### src/rtl/csi_tx_packet_gen.sv
// CSI-2 transmit packetizer: SoT, header + ECC, payload,
// CRC-16 footer and HS trailer per lane, then an LP gap.
module csi_tx_packet_gen #(
   parameter int LANES        = 2,
   parameter int TRAIL_CYCLES = 4,
   parameter int GAP_CYCLES   = 16
) (
   input  logic               clock,
   input  logic               reset,
   input  logic               cmd_valid,
   output logic               cmd_ready,
   input  logic [1:0]         cmd_vc,
   input  logic [5:0]         cmd_dt,
   input  logic [15:0]        cmd_wc,
   input  logic [8*LANES-1:0] pay_data,
   input  logic               pay_valid,
   output logic               pay_ready,
   output logic               hs_active,
   output logic [8*LANES-1:0] lane_bytes,
   output logic               pkt_done,
   output logic               err_underflow,
   output logic               err_wc
);
   localparam int W = 8 * LANES;

   // Syndrome column for each header data bit, D23 first
   localparam logic [23:0][5:0] ECC_COL = {
      6'h3B, 6'h37, 6'h2F, 6'h1F, 6'h38, 6'h34,
      6'h32, 6'h31, 6'h2C, 6'h2A, 6'h29, 6'h26,
      6'h25, 6'h23, 6'h1C, 6'h1A, 6'h19, 6'h16,
      6'h15, 6'h13, 6'h0E, 6'h0D, 6'h0B, 6'h07};

   typedef enum logic [2:0] {
      S_IDLE, S_SOT, S_HDR, S_PAY, S_CRC, S_TRAIL, S_GAP
   } state_t;

   state_t       state, state_d;
   logic [1:0]   vc_q;
   logic [5:0]   dt_q;
   logic [15:0]  wc_q;
   logic [15:0]  cnt, lim, pay_len;
   logic [15:0]  crc, crc_d;
   logic [31:0]  hdr;
   logic [W-1:0] lane_d;
   logic         hs_d, done_d, unf_d, ewc_d;
   logic         acc, bad, last, is_long;

   function automatic logic [5:0] ecc(input logic [23:0] d);
      logic [5:0] p;
      p = '0;
      for (int i = 0; i < 24; i++)
         if (d[i]) p = p ^ ECC_COL[i];
      return p;
   endfunction

   function automatic logic [15:0] crc_byte(input logic [15:0] c,
                                            input logic [7:0] b);
      logic [15:0] r;
      r = c;
      for (int i = 0; i < 8; i++)
         r = (r[0] ^ b[i]) ? ((r >> 1) ^ 16'h8408) : (r >> 1);
      return r;
   endfunction

   assign cmd_ready = (state == S_IDLE) && !reset;
   assign pay_ready = (state == S_PAY) && !reset;
   assign acc       = cmd_valid && cmd_ready;
   // Odd byte counts cannot be split evenly over two lanes
   assign bad       = (LANES == 2) && (cmd_dt >= 6'h10) && cmd_wc[0];
   assign is_long   = dt_q >= 6'h10;
   assign pay_len   = wc_q >> (LANES - 1);
   assign last      = cnt == lim;
   assign hdr       = {2'b00, ecc({wc_q, vc_q, dt_q}), wc_q, vc_q, dt_q};

   // State register, per-state cycle counter and latched command
   always_ff @(posedge clock) begin
      if (reset) begin
         state <= S_IDLE;
         cnt   <= '0;
         vc_q  <= '0;
         dt_q  <= '0;
         wc_q  <= '0;
      end else begin
         state <= state_d;
         cnt   <= (state_d != state) ? 16'd0 : cnt + 16'd1;
         if (acc) begin
            vc_q <= cmd_vc;
            dt_q <= cmd_dt;
            wc_q <= cmd_wc;
         end
      end
   end

   // Next state; GAP holds one extra cycle while the last trailer drains
   always_comb begin
      state_d = state;
      lim     = '0;
      unique case (state)
         S_IDLE:  if (acc && !bad) state_d = S_SOT;
         S_SOT:   state_d = S_HDR;
         S_HDR: begin
            lim = 16'(4 / LANES - 1);
            if (last)
               state_d = !is_long ? S_TRAIL :
                         (pay_len == 16'd0) ? S_CRC : S_PAY;
         end
         S_PAY: begin
            lim = pay_len - 16'd1;
            if (last) state_d = S_CRC;
         end
         S_CRC: begin
            lim = 16'(2 / LANES - 1);
            if (last) state_d = S_TRAIL;
         end
         S_TRAIL: begin
            lim = 16'(TRAIL_CYCLES - 1);
            if (last) state_d = S_GAP;
         end
         S_GAP: begin
            lim = 16'(GAP_CYCLES);
            if (last) state_d = S_IDLE;
         end
         default: state_d = S_IDLE;
      endcase
   end

   // Lane bytes and flags for the next output cycle, plus CRC update
   always_comb begin
      lane_d = '0;
      hs_d   = 1'b0;
      done_d = 1'b0;
      unf_d  = 1'b0;
      ewc_d  = acc && bad;
      crc_d  = crc;
      unique case (state)
         S_SOT: begin
            hs_d   = 1'b1;
            lane_d = {LANES{8'hB8}};
            crc_d  = 16'hFFFF;
         end
         S_HDR: begin
            hs_d = 1'b1;
            for (int l = 0; l < LANES; l++)
               lane_d[8*l +: 8] =
                  hdr[8*(int'(cnt[1:0])*LANES + l) +: 8];
         end
         S_PAY: begin
            hs_d = 1'b1;
            if (pay_valid) lane_d = pay_data;
            else           unf_d  = 1'b1;
            for (int l = 0; l < LANES; l++)
               crc_d = crc_byte(crc_d, lane_d[8*l +: 8]);
         end
         S_CRC: begin
            hs_d = 1'b1;
            for (int l = 0; l < LANES; l++)
               lane_d[8*l +: 8] =
                  crc[8*(int'(cnt[0])*LANES + l) +: 8];
         end
         S_TRAIL: begin
            hs_d   = 1'b1;
            done_d = last;
            if (cnt == 16'd0) begin
               for (int l = 0; l < LANES; l++)
                  lane_d[8*l +: 8] = {8{~lane_bytes[8*l+7]}};
            end else begin
               lane_d = lane_bytes;
            end
         end
         default: ;
      endcase
   end

   // Registered lane outputs and status pulses
   always_ff @(posedge clock) begin
      if (reset) begin
         lane_bytes    <= '0;
         hs_active     <= 1'b0;
         pkt_done      <= 1'b0;
         err_underflow <= 1'b0;
         err_wc        <= 1'b0;
         crc           <= 16'hFFFF;
      end else begin
         lane_bytes    <= lane_d;
         hs_active     <= hs_d;
         pkt_done      <= done_d;
         err_underflow <= unf_d;
         err_wc        <= ewc_d;
         crc           <= crc_d;
      end
   end
endmodule

### config.mk
export PLATFORM = sky130hd
export DESIGN_NAME = csi_tx_packet_gen
export DESIGN_NICKNAME = d
export VERILOG_FILES = /design/src/rtl/csi_tx_packet_gen.sv
export SDC_FILE = /design/constraint.sdc
export NUM_CORES = 1
export LEC_CHECK = 0
export CAP_MARGIN = 20
export CORE_AREA = 4 4 129 131
export CTS_CLUSTER_DIAMETER = 80
export DETAILED_ROUTE_END_ITERATION = 8
export DIE_AREA = 0 0 133 135
export PLACE_DENSITY = 0.57
export REMOVE_ABC_BUFFERS = 1
export SLEW_MARGIN = 20
export SYNTH_ARGS = -nofsm -noshare
export SYNTH_HDL_FRONTEND = slang
export SYNTH_SLANG_ARGS = --single-unit
export TNS_END_PERCENT = 10
### constraint.sdc
create_clock -name clock -period 3.9 [get_ports clock]
set_clock_uncertainty 0.1 [all_clocks]
set_input_delay 0.39 -clock clock [delete_from_list [all_inputs] [get_ports clock]]
set_output_delay 0.39 -clock clock [all_outputs]
set_load 0.03 [all_outputs]
# Word level (Yosys, flattened, before mapping)
# Cells that the tools add are included.
# word_totals
regBits	79
latch_bits	0
mem_bits_rw	0
rom_bits	0
inputBits	44
output_inout_bits	22
word_cells	162
memories	0
# op_classes
addsub	4
multipliers	0
div	0
magnitude_cmp	2
eq_ne	9
shifts	4
muxes	57
bitwise	59
reduce_logical	16
# ops
operator	count
$mux W16	19
$pmux W16 S5	1
$mux W6	13
$pmux W16 S4	1
$not A3 Y3	18
$not A2 Y3	17
$mux W5	7
$logic_not A16 Y1	2
$pmux W16 S2	1
$shiftx A32 B7 Y8	1
$shiftx A32 B8 Y8	1
$mux W3	9
$pmux W3 S7	1
$not A5 Y5	4
$add A16 B1 Y16 const B	1
$eq A16 B16 Y1	1
$shiftx A16 B6 Y8	1
$shiftx A16 B7 Y8	1
$sub A15 B1 Y16 const B	1
$xor A1 B1 Y1	16
$ge A6 B5 Y1 const B	2
$mux W4	3
$eq A3 B3 Y1 const B	3
$eq A3 B2 Y1 const B	2
other kinds (13)	25

# Longest topological paths before layout
# logic_depth
word_depth	49
ltp_mapped	13
mapped_depth_nobuf	10

# Least setup slack after synthesis
# OpenSTA, ideal clock, no wires.
# synth_timing
path_kind	reg2reg
from	register wc_q[1]
to	register state[2]
setup_time_ps	73
t_arrival_ps	2961
required_ps	3727
slack_ps	765
stages_incl_launch_ff	13
n_path_buf	2
synth_period_minus_slack_ps	3135
path_cell_list	dfxtp_1 > buf_2 > inv_1 > ha_1 > or4b_1 > buf_2 > nor4b_1 > mux2i_1 > xnor2_1 > nor3_1 > nand4_2 > or4_1 > o211ai_2
# synth_between
elab_chain_len	5
elab_cells_between_ends	12
cone_classes	1 x add/sub; 1 x eq/ne; 9 x mux; 1 x reduce/logical
# synth_rtl
element	line	text
start, declared	40	logic [15:0] wc_q;
start signal, assigned	89	wc_q <= cmd_wc;
$sub A15 B1 Y16 / $logic_not A16 Y1 (equally long branches)	108, 105	
$pmux W16 S4 / $mux W3 (equally long branches)	98, 105	
$eq A16 B16 Y1 / $mux W3 (equally long branches)	72, 104	
$mux W3 (on tied branches)	--	
$pmux W3 S7 *	98	unique case (state)
end signal, assigned	84	state <= state_d;
end, declared	37	state_t state, state_d;
# Every way passes the cells marked *; elsewhere a longest branch is shown, timed or not.
# A chain may end at the register's enable or synchronous reset.

# Worst setup path in the final report
# layout_timing
from	register wc_q[1]
to	register cnt[4]
# layout_between
elab_chain_len	7
elab_cells_between_ends	14
cone_classes	1 x add/sub; 2 x eq/ne; 9 x mux; 2 x reduce/logical
# layout_rtl
element	line	text
$sub A15 B1 Y16 / $logic_not A16 Y1 (equally long branches)	108, 105	
$pmux W16 S4 / $mux W3 (equally long branches)	98, 105	
$eq A16 B16 Y1 / $mux W3 (equally long branches)	72, 104	
$mux W3 (on tied branches)	--	
$pmux W3 S7 *	98	
$ne A3 B3 Y1 *	85	cnt <= (state_d != state) ? 16'd0 : cnt + 16'd1;
$reduce_or A2 Y1 (no source line) *	--	
end signal, assigned	85	
end, declared	41	logic [15:0] cnt, lim, pay_len;
# Marks and branches as above.

==> flow_metrics.env <==
export IMPL_synth_top_area_frac=0.287
export IMPL_remaining_drc_errors=0
export IMPL_firstDrtPassIters=5
export IMPL_pwr_share_clk=0.197
export IMPL_clock_path_buffers=2
export IMPL_routedLengthMet1_um=7820
export IMPL_slew_limit_headroom=0.445
export IMPL_antenna_cells=0
export IMPL_synth_yosys_seq_area_share=0.287
export IMPL_die_x_um=133
export IMPL_grt_max_degree=69
export IMPL_cts_tree="built"
export IMPL_async_flop_share=0
export IMPL_cp_max_fo=16
export IMPL_nNetsFinal=786
export IMPL_syn_inst=704
export IMPL_antenna_found_initial=0
export IMPL_numCtsBuffers=9
export IMPL_p_leak_uw=0.00236
export IMPL_synthMostInstantiatedCell="xnor2_1"
export IMPL_synth_xor_area_frac=0.207
export IMPL_cts_sinks=79
export IMPL_timing_fmax_mhz=280
export IMPL_wl_um=17100
export IMPL_required_ps=4020
export IMPL_cts_htree_levels=3
export IMPL_wire_per_inst_um=17.8
export IMPL_final_setup_tns_ps=0
export IMPL_outcome="finished clean"
export IMPL_synth_simple_gate_area_frac=0.269
export IMPL_root_buffer="clkbuf_16"
export IMPL_pwr_share_comb=0.553
export IMPL_drt_initial_drc_count=486
export IMPL_endpoint_kind="register"
export IMPL_p_per_area_nw_per_um2=677
export IMPL_via_per_inst=5.38
export IMPL_cap_viol_max_count=0
export IMPL_syn_area_per_cell_um2=7.84
export IMPL_top_layer="met4"
export IMPL_slew_viol_final=0
export IMPL_core_um2=15600
export IMPL_grt_ovfl_total=0
export IMPL_p_switching_uw=1940
export IMPL_power_frac_seq=0.249
export IMPL_synthTopCellsByCount="xnor2_1 (89), nand2_1 (82), dfxtp_1 (79)"
export IMPL_synth_compound_area_frac=0.148
export IMPL_netlist_cell_type_count=67
export IMPL_wl_met3_um=854
export IMPL_worst_pin_slew_ps=821
export IMPL_ys_ff_latch=79
export IMPL_post_cts_buffers=0
export IMPL_critPathArrivalTime_ps=3690
export IMPL_ys_warnings_count=0
export IMPL_synth_area_top_cells="dfxtp_1 (29%), xnor2_1 (14%), nand2_1 (5.6%)"
export IMPL_area_growth_pct=19.9
export IMPL_finalCritPeriodShare=0.917
export IMPL_drive_above_1_share=0.0660
export IMPL_initial_core_util=0.354
export IMPL_netlist_area_um2=5520
export IMPL_dp_hpwl_um=12500
export IMPL_grt_pass1_vias=4990
export IMPL_grt_pass1_wl_um=27400
export IMPL_dieArea_um2=18000
export IMPL_nFillCells=1629
export IMPL_gr_usage_all_layers=0.193
export IMPL_num_io_pins=66
export IMPL_ant_nets=0
export IMPL_finalCriticalPeriod_ps=3580
export IMPL_cts_resized=0
export IMPL_clkLatencyLatePin_ps=360
export IMPL_path_clk_slew_ps=70
export IMPL_die_y_um=135
export IMPL_ctsHoldBuffers=0
export IMPL_hold_viol_final=0
export IMPL_synthFlopType="dfxtp_1"
export IMPL_setup_viol=0
export IMPL_synthMuxAreaShare=0.0238
export IMPL_hold_path_class="reg -> reg"
export IMPL_synth_edf_count=0
export IMPL_core_rowCount=46
export IMPL_cell_internal_pwr_uw=2540
export IMPL_io_buffers=65
export IMPL_synth_top_family_by_area="simple AND/OR/NAND/NOR gates"
export IMPL_crit_path_start_kind="register"
export IMPL_path_class="reg -> reg"
export IMPL_gp_congestion=0.927
export IMPL_place_area_um2=6310
export IMPL_synth_area_leader_cell="dfxtp_1"
export IMPL_switching_share=0.433
export IMPL_fin_area_um2=6620
export IMPL_synth_fa_ha_area_frac=0.0113
export IMPL_wl_met2_um=7960
export IMPL_rsz0062_at_grt="false"
export IMPL_num_vias=5153
export IMPL_vdd_ir_drop_worst_mv=0.244
power groups by stage:
stage	Clock [µW]	Sequential (µW)	Combinational (µW)
floorplan	0	1210	1680
global placement	0	1130	2460
detailed placement	0	1130	2470
CTS	905	1120	2480
global route	944	1140	2700
finish	883	1120	2480
cell type report:
cell class / count / area, µm² / area share
clock inverter: 7 / 77.6 / 0.0117
inverter: 11 / 41.3 / 0.00624
sequential: 79 / 1580 / 0.239
tap: 216 / 270 / 0.0408
timing repair buffer: 83 / 781 / 0.118
clock buffer: 9 / 225 / 0.0340
multi-input combinational: 553 / 3640 / 0.550
registers in the layout, indices dropped and copies added, names as in the netlist:
name and cells:
vc_q 2, pkt_done 1, dt_q 6, err_underflow 1
state 3, crc 16, lane_bytes 16, wc_q 16
cnt 16, err_wc 1, hs_active 1
critical path, cell delays in order, from the launching register on:
cell,delay (ps)
dfxtp_1,400
inv_1,150
ha_1,220
or4b_1,690
nor4b_1,400
mux2i_1,260
xnor2_1,100
nor4_1,410
nand4_1,150
nand2_1,440
nor3_1,120
metal layers:
layer,vias to the layer above,global-route usage
met1,2452,0.256
met5,-,0
li1,2504,-
met3,32,0.0361
met4,0,0.0751
met2,165,0.310
final timing paths:
kind | start | end | slack (ps) | cells past startpoint
worst max register to register | wc_q[1] | cnt[4] | 320 | 10
worst min register to register | lane_bytes[9] | lane_bytes[9] | 360 | 2
worst min-delay path | lane_bytes[9] | lane_bytes[9] | 360 | 2
worst max-delay path | wc_q[1] | cnt[4] | 320 | 10
through the flow:
stage               std cells   util  hold slack [ps]  power (µW)  setup WS [ps]
detailed placement        942  0.405              355        3600            382
floorplan                 643      -              359        2890            537
global placement          942  0.405              350        3590            453
global route              958  0.424              380        4780           36.7
finish                    958  0.424              356        4480            324
CTS                       958  0.424              364        4500            366
logic make-up after synthesis:
family,after synthesis
simple gates,283
compound gates,126
xor+xnor,126
flops,79
buf+inv,72
mux,13
fa+ha+maj,5
cells in the final DEF, fill, tap and decap left out, drive strengths merged, types with 3 or more instances in the layout:
cell type / instances
o21ai: 19
nor4b: 4
a221oi: 9
a31oi: 5
xnor3: 3
nand2b: 18
nand4: 6
a21o: 4
a21oi: 34
clkbuf: 9
nor4: 13
xnor2: 89
clkdlybuf4s50: 64
inv: 15
or4: 5
and2: 6
nor2b: 5
ha: 5
dfxtp: 79
a22oi: 7
buf: 19
nand2: 82
or4b: 3
o211ai: 5
mux2i: 12
nor2: 60
or2: 6
o22ai: 18
nor3b: 5
nand3: 15
nor3: 17
nand3b: 20
or3: 7
and3: 6
xor2: 34
o31ai: 7
Note: power is estimated with default switching activity, not from simulation.
